`src/rtl/iomem_arbiter_if.sv`:
```
// picorv32-style native memory handshake bundle shared by the arbiter's
// master-facing ports and its single slave-bus port.
interface iomem_arbiter_if;
  logic        valid;
  logic        ready;
  logic [3:0]  wstrb;
  logic [31:0] addr;
  logic [31:0] wdata;
  logic [31:0] rdata;

  modport master (output valid, wstrb, addr, wdata, input ready, rdata);
  modport slave  (input valid, wstrb, addr, wdata, output ready, rdata);
endinterface

```
`src/rtl/iomem_arbiter.sv`:
```
// Two-master round-robin arbiter for one iomem slave bus, with a per-transfer
// timeout that completes hung accesses with ERR_DATA and a sticky error flag.
module iomem_arbiter #(
  parameter int          TIMEOUT  = 256,
  parameter logic [31:0] ERR_DATA = 32'hDEADBEEF
) (
  input  logic             clk,
  input  logic             resetn,
  iomem_arbiter_if.slave   m0,
  iomem_arbiter_if.slave   m1,
  iomem_arbiter_if.master  s,
  input  logic             err_clr,
  output logic             err,
  output logic             err_master,
  output logic             grant,
  output logic             busy
);

  localparam int CNT_W = $clog2(TIMEOUT);
  localparam logic [CNT_W-1:0] CNT_LAST = CNT_W'(TIMEOUT - 1);

  typedef enum logic {IDLE, BUSY} state_t;

  state_t           r_state;
  logic             r_grant;
  logic             r_prio;
  logic             r_err;
  logic             r_errMaster;
  logic [CNT_W-1:0] r_cnt;

  logic        w_busy;
  logic        w_selValid;
  logic [3:0]  w_selWstrb;
  logic [31:0] w_selAddr;
  logic [31:0] w_selWdata;
  logic        w_done;
  logic        w_timeout;
  logic        w_ack;
  logic [31:0] w_rdata;

  assign w_busy     = (r_state == BUSY);
  assign w_selValid = r_grant ? m1.valid : m0.valid;
  assign w_selWstrb = r_grant ? m1.wstrb : m0.wstrb;
  assign w_selAddr  = r_grant ? m1.addr  : m0.addr;
  assign w_selWdata = r_grant ? m1.wdata : m0.wdata;

  // A slave response in the final allowed cycle beats the timeout.
  assign w_done    = w_busy & w_selValid & s.ready;
  assign w_timeout = w_busy & w_selValid & ~s.ready & (r_cnt == CNT_LAST);
  assign w_ack     = w_done | w_timeout;
  assign w_rdata   = w_done ? s.rdata : ERR_DATA;

  assign s.valid = w_busy & w_selValid;
  assign s.wstrb = w_busy ? w_selWstrb : 4'h0;
  assign s.addr  = w_busy ? w_selAddr  : 32'h0;
  assign s.wdata = w_busy ? w_selWdata : 32'h0;

  assign m0.ready = w_ack & ~r_grant;
  assign m1.ready = w_ack &  r_grant;
  assign m0.rdata = (w_ack & ~r_grant) ? w_rdata : 32'h0;
  assign m1.rdata = (w_ack &  r_grant) ? w_rdata : 32'h0;

  assign err        = r_err;
  assign err_master = r_errMaster;
  assign grant      = r_grant;
  assign busy       = w_busy;

  always_ff @(posedge clk or negedge resetn) begin
    if (!resetn) begin
      r_state     <= IDLE;
      r_grant     <= 1'b0;
      r_prio      <= 1'b0;
      r_cnt       <= '0;
      r_err       <= 1'b0;
      r_errMaster <= 1'b0;
    end else begin
      // A timeout later in this block overrides a same-cycle clear.
      if (err_clr) begin
        r_err <= 1'b0;
      end
      case (r_state)
        IDLE: begin
          r_cnt <= '0;
          if (m0.valid || m1.valid) begin
            r_grant <= (m0.valid && m1.valid) ? r_prio : m1.valid;
            r_state <= BUSY;
          end
        end
        BUSY: begin
          if (!w_selValid || s.ready || (r_cnt == CNT_LAST)) begin
            if (w_timeout) begin
              r_err       <= 1'b1;
              r_errMaster <= r_grant;
            end
            r_prio  <= ~r_grant;
            r_state <= IDLE;
          end else begin
            r_cnt <= r_cnt + CNT_W'(1);
          end
        end
        default: r_state <= IDLE;
      endcase
    end
  end

endmodule

```
`src/flat_wrapper.sv`:
```
// flat-port wrapper written by rule: the top's interface ports become plain ports
module iomem_arbiter_flat 
#(
  parameter int          TIMEOUT  = 256,
  parameter logic [31:0] ERR_DATA = 32'hDEADBEEF
)
  (clk, resetn, err_clr, err, err_master, grant, busy, m0_valid, m0_wstrb, m0_addr, m0_wdata, m0_ready, m0_rdata, m1_valid, m1_wstrb, m1_addr, m1_wdata, m1_ready, m1_rdata, s_valid, s_wstrb, s_addr, s_wdata, s_ready, s_rdata);
  iomem_arbiter_if m0_i ();
  iomem_arbiter_if m1_i ();
  iomem_arbiter_if s_i ();
  input  logic clk;
  input  logic resetn;
  input  logic err_clr;
  output logic err;
  output logic err_master;
  output logic grant;
  output logic busy;
  input wire logic [$bits(m0_i.valid)-1:0] m0_valid;
  input wire logic [$bits(m0_i.wstrb)-1:0] m0_wstrb;
  input wire logic [$bits(m0_i.addr)-1:0] m0_addr;
  input wire logic [$bits(m0_i.wdata)-1:0] m0_wdata;
  output wire logic [$bits(m0_i.ready)-1:0] m0_ready;
  output wire logic [$bits(m0_i.rdata)-1:0] m0_rdata;
  input wire logic [$bits(m1_i.valid)-1:0] m1_valid;
  input wire logic [$bits(m1_i.wstrb)-1:0] m1_wstrb;
  input wire logic [$bits(m1_i.addr)-1:0] m1_addr;
  input wire logic [$bits(m1_i.wdata)-1:0] m1_wdata;
  output wire logic [$bits(m1_i.ready)-1:0] m1_ready;
  output wire logic [$bits(m1_i.rdata)-1:0] m1_rdata;
  output wire logic [$bits(s_i.valid)-1:0] s_valid;
  output wire logic [$bits(s_i.wstrb)-1:0] s_wstrb;
  output wire logic [$bits(s_i.addr)-1:0] s_addr;
  output wire logic [$bits(s_i.wdata)-1:0] s_wdata;
  input wire logic [$bits(s_i.ready)-1:0] s_ready;
  input wire logic [$bits(s_i.rdata)-1:0] s_rdata;
  assign m0_i.valid = m0_valid;
  assign m0_i.wstrb = m0_wstrb;
  assign m0_i.addr = m0_addr;
  assign m0_i.wdata = m0_wdata;
  assign m0_ready = m0_i.ready;
  assign m0_rdata = m0_i.rdata;
  assign m1_i.valid = m1_valid;
  assign m1_i.wstrb = m1_wstrb;
  assign m1_i.addr = m1_addr;
  assign m1_i.wdata = m1_wdata;
  assign m1_ready = m1_i.ready;
  assign m1_rdata = m1_i.rdata;
  assign s_valid = s_i.valid;
  assign s_wstrb = s_i.wstrb;
  assign s_addr = s_i.addr;
  assign s_wdata = s_i.wdata;
  assign s_i.ready = s_ready;
  assign s_i.rdata = s_rdata;
  iomem_arbiter #(.TIMEOUT(TIMEOUT), .ERR_DATA(ERR_DATA)) u_core (.clk(clk), .resetn(resetn), .m0(m0_i), .m1(m1_i), .s(s_i), .err_clr(err_clr), .err(err), .err_master(err_master), .grant(grant), .busy(busy));
endmodule
```
`config.mk`:
```
export PLATFORM = sky130hd
export DESIGN_NAME = iomem_arbiter_flat
export DESIGN_NICKNAME = d
export VERILOG_FILES = /design/src/rtl/iomem_arbiter_if.sv /design/src/rtl/iomem_arbiter.sv /design/src/flat_wrapper.sv
export SDC_FILE = /design/constraint.sdc
export NUM_CORES = 1
export LEC_CHECK = 0
export ABC_CLOCK_PERIOD_IN_PS = 5040
export BUFFER_PORTS_ARGS = -buffer_cell sky130_fd_sc_hd__buf_2
export CAP_MARGIN = 20
export CORE_AREA = 3 3 121 123
export CTS_CLUSTER_DIAMETER = 80
export CTS_CLUSTER_SIZE = 30
export DETAILED_ROUTE_END_ITERATION = 8
export DIE_AREA = 0 0 124 126
export PLACE_DENSITY_LB_ADDON = 0.15
export SLEW_MARGIN = 20
export SYNTH_ARGS = -nofsm -noshare
export SYNTH_HDL_FRONTEND = slang
export SYNTH_SLANG_ARGS = --single-unit
```
`constraint.sdc`:
```
create_clock -name clk -period 5.04 [get_ports clk]
set_input_delay 0.252 -clock clk [delete_from_list [all_inputs] [get_ports clk]]
set_output_delay 0.252 -clock clk [all_outputs]
set_load 0.005 [all_outputs]
```
==> reports/qor.csv <==
metric,value,unit
# fillers,1530,
share of cells above drive strength 1,0.556,
NetSw,0.000604,W
Critical Path Source,u_core.grant,
placed wire-length estimate,8520,um
Reg2Reg Depth,4,
RSZ-0062 raised after global routing,false,
Mapped Area,2240,um2
Critical Path AT,2.74,ns
Routed Antenna Nets,0,
Commonest cells post-synth,"nor2_1 (71), mux2i_1 (69), o21a_1 (48)",
leak pwr,2.49,nW
final setup fails,0,
Final Wtd Congestion,0.806,
cts-stage hold buffer count,1,
Reg-to-Reg Start,u_core.grant,
"Seq/Total Area, Yosys",0.145,
PD cells,329,nW/um2
Worst path top cell family by delay,flip-flops,
maximum clock insertion buffer count,2,
syn avg cell area,7.51,um2
setup bufs post-CTS,0,
top-count cell post-synth,nor2_1,
All-Layer GR Usage,0.117,
post-cts sizing count,0,
Critical path buffers and inverters,2,
io pins,313,
CP Depth,5,
# DRC,0,
Worst-Skew Late Latency,0.24,ns
Num CTS Buffers,3,
IO buf count,312,
area share of the largest cell type after synthesis,0.309,
vias in the first global route,3092,
initial DRC count,67,
critical path type,flip-flop to primary output,
Synth Warn #,0,
Slew @ Worst Pin,0.930,ns
DIE AREA,15600,um2
clock sink total,13,
Comb pwr share,0.732,
Diodes inserted,0,
core area,13800,um2
Worst slew margin,0.378,
largest net degree at the start of global routing,49,
Synth area leader,mux2i_1,
HP Class,input port to flip-flop,
Mapped Cells,298,
Layout Cells excl Fill,770,
min Tclk post-route,2.99,ns
Detailed Route WL,10200,um
chip width,124,um
CTS root buf,clkbuf_16,
r2r endpoint,u_core.err_master,
DRT Pass-1 Iters,4,
DR vias,3275,
critical path's slowest cell,dfrtp_4,
WL/cell,13.3,um
r2r setup slk,2.70,ns
CP Max Fanout,37,
Post-synth top flop,dfrtp_1,
Starting Density,0.163,
P&R area growth vs syn,78.8,%
crit path capture,m0_rdata[15],
post-placement cell count,765,
Final Cycle Share,0.593,
Site Rows,43,
switching share of power,0.459,
final hold violation count,0,
routed vias/inst,4.25,
clock skew,0.000953,ns
Post-synth EDFFs,0,
library cells used by synthesis,32,
"Design Area, Final",4000,um2
pins over their slew limit,0,
die span in y,126,um
kind of end point of the critical path,primary output,
"top cells by area, synth","mux2i_1 (31%), o21a_1 (16%), dfrtp_1 (15%)",
sequential cell fraction of total power,0.157,
CP max stage delay,0.80,ns
Setup crit start kind,flip-flop,
ys async rst share,1.00,
GR Overflow Total,0,
outcome,completed,
first-pass GRT wire length,15000,um
Final #Nets,766,
"Net Count, Synth",473,
Max Cap Violations,0,
clock share of power,0.111,
CTS H-Tree Depth,1,
Worst Path Required,4.79,ns
Setup TNS,0,ns
internal cell power,0.000711,W
"Critical Path, Cell by Cell",mux2_2 > nand3_1 > buf_4 > o21a_1 > buf_2,
maximum VDD drop,0.160,mV
Yosys reg bits,13,
Post-DP Area,3910,um2
antenna violations before repair,0,
Worst-path clk slew,0.04,ns
fmax,0.334,GHz
CTS tree,built,
[metrics by stage]
stage	hold slack (ns)	setup slack (ns)	power, W	util
CTS	0.220	2.00	0.00135	0.291
finish	0.225	2.05	0.00131	0.291
detailed placement	0.164	2.26	0.00119	0.284
global route	0.239	1.74	0.00145	0.291
floorplan	-0.0436	3.24	0.000789	-
global placement	0.162	2.36	0.00118	0.284
[cells by family after synthesis]
| family | synth area share |
|---|---|
| fa+ha+maj | 0.00559 |
| compound gates | 0.219 |
| simple gates | 0.238 |
| buf+inv | 0.0738 |
| flops | 0.145 |
| mux | 0.319 |
[placed cells by master (no fill, tap or decap)]
master | Yosys | layout
a21o_1 | 1 | 1
a21oi_1 | 7 | 7
a31oi_1 | 1 | 1
and2_1 | 8 | 8
and3_1 | 8 | 8
buf_2 | 12 | 312
buf_4 | 1 | 3
clkbuf_1 | 10 | 1
clkbuf_16 | 0 | 3
dfrtp_1 | 13 | 12
dfrtp_4 | 0 | 1
dlygate4sd3_1 | 0 | 1
ha_1 | 1 | 1
inv_1 | 7 | 6
inv_2 | 0 | 1
mux2_1 | 1 | 1
mux2_2 | 1 | 1
mux2i_1 | 69 | 69
nand2_1 | 4 | 4
nand2_2 | 1 | 1
nand3_1 | 8 | 8
nand4_4 | 1 | 1
nor2_1 | 71 | 71
nor3_4 | 1 | 1
nor3b_4 | 1 | 1
nor4_1 | 1 | 1
o211ai_2 | 1 | 1
o21a_1 | 48 | 48
o21a_4 | 1 | 1
o21ai_0 | 6 | 6
o31ai_1 | 3 | 3
or3_1 | 2 | 2
or3_2 | 1 | 1
or4_1 | 3 | 3
[cell type report]
type	count	area, um2	area share
well taps	180	225	0.0563
clock buffers	4	78.8	0.0197
multi-input cells	250	1750	0.437
inverters	7	26.3	0.00657
repair buffers	316	1590	0.398
flip-flops and latches	13	329	0.0822
[state kept, by name (all words and copies together), names as in the netlist]
signal,cells
u_core.r_cnt,8
u_core.err,1
u_core.busy,1
u_core.grant,1
u_core.err_master,1
u_core.r_prio,1
[power groups by stage]
stage               clock [W]  sequential, W  combinational [W]
finish               0.000146       0.000206           0.000963
global route         0.000159       0.000216            0.00107
floorplan                   0       0.000131           0.000657
global placement            0       0.000207           0.000974
CTS                  0.000153       0.000208           0.000986
detailed placement          0       0.000210           0.000982
[layer usage]
| layer | up-vias | share of wire | track usage |
|---|---|---|---|
| met2 | 153 | 0.56 | 0.239 |
| met5 | - | 0 | 0 |
| met1 | 1482 | 0.35 | 0.124 |
| li1 | 1630 | - | - |
| met4 | 0 | 0.014 | 0.0296 |
| met3 | 10 | 0.076 | 0.0117 |
[worst register-to-register path: cells and delay by family (launching register included)]
| kind | cells | cell delay (ns) |
|---|---|---|
| AND/OR/NAND/NOR | 2 | 0.71 |
| flip-flops | 1 | 0.80 |
| multiplexers | 2 | 0.70 |
[how the worst min path moves through the flow]
stage | start | to | slack, ns | depth (start not counted)
3_5_place_dp | resetn | u_core.err_master | 0.16 | 1
3_3_place_gp | resetn | u_core.err_master | 0.16 | 1
6_report | m0_valid | u_core.grant | 0.22 | 2
4_1_cts | m0_valid | u_core.grant | 0.22 | 2
5_1_grt | m0_valid | u_core.grant | 0.24 | 2
2_1_floorplan | resetn | u_core.busy | -0.04 | 0
Power figures use the tool's default switching activity.
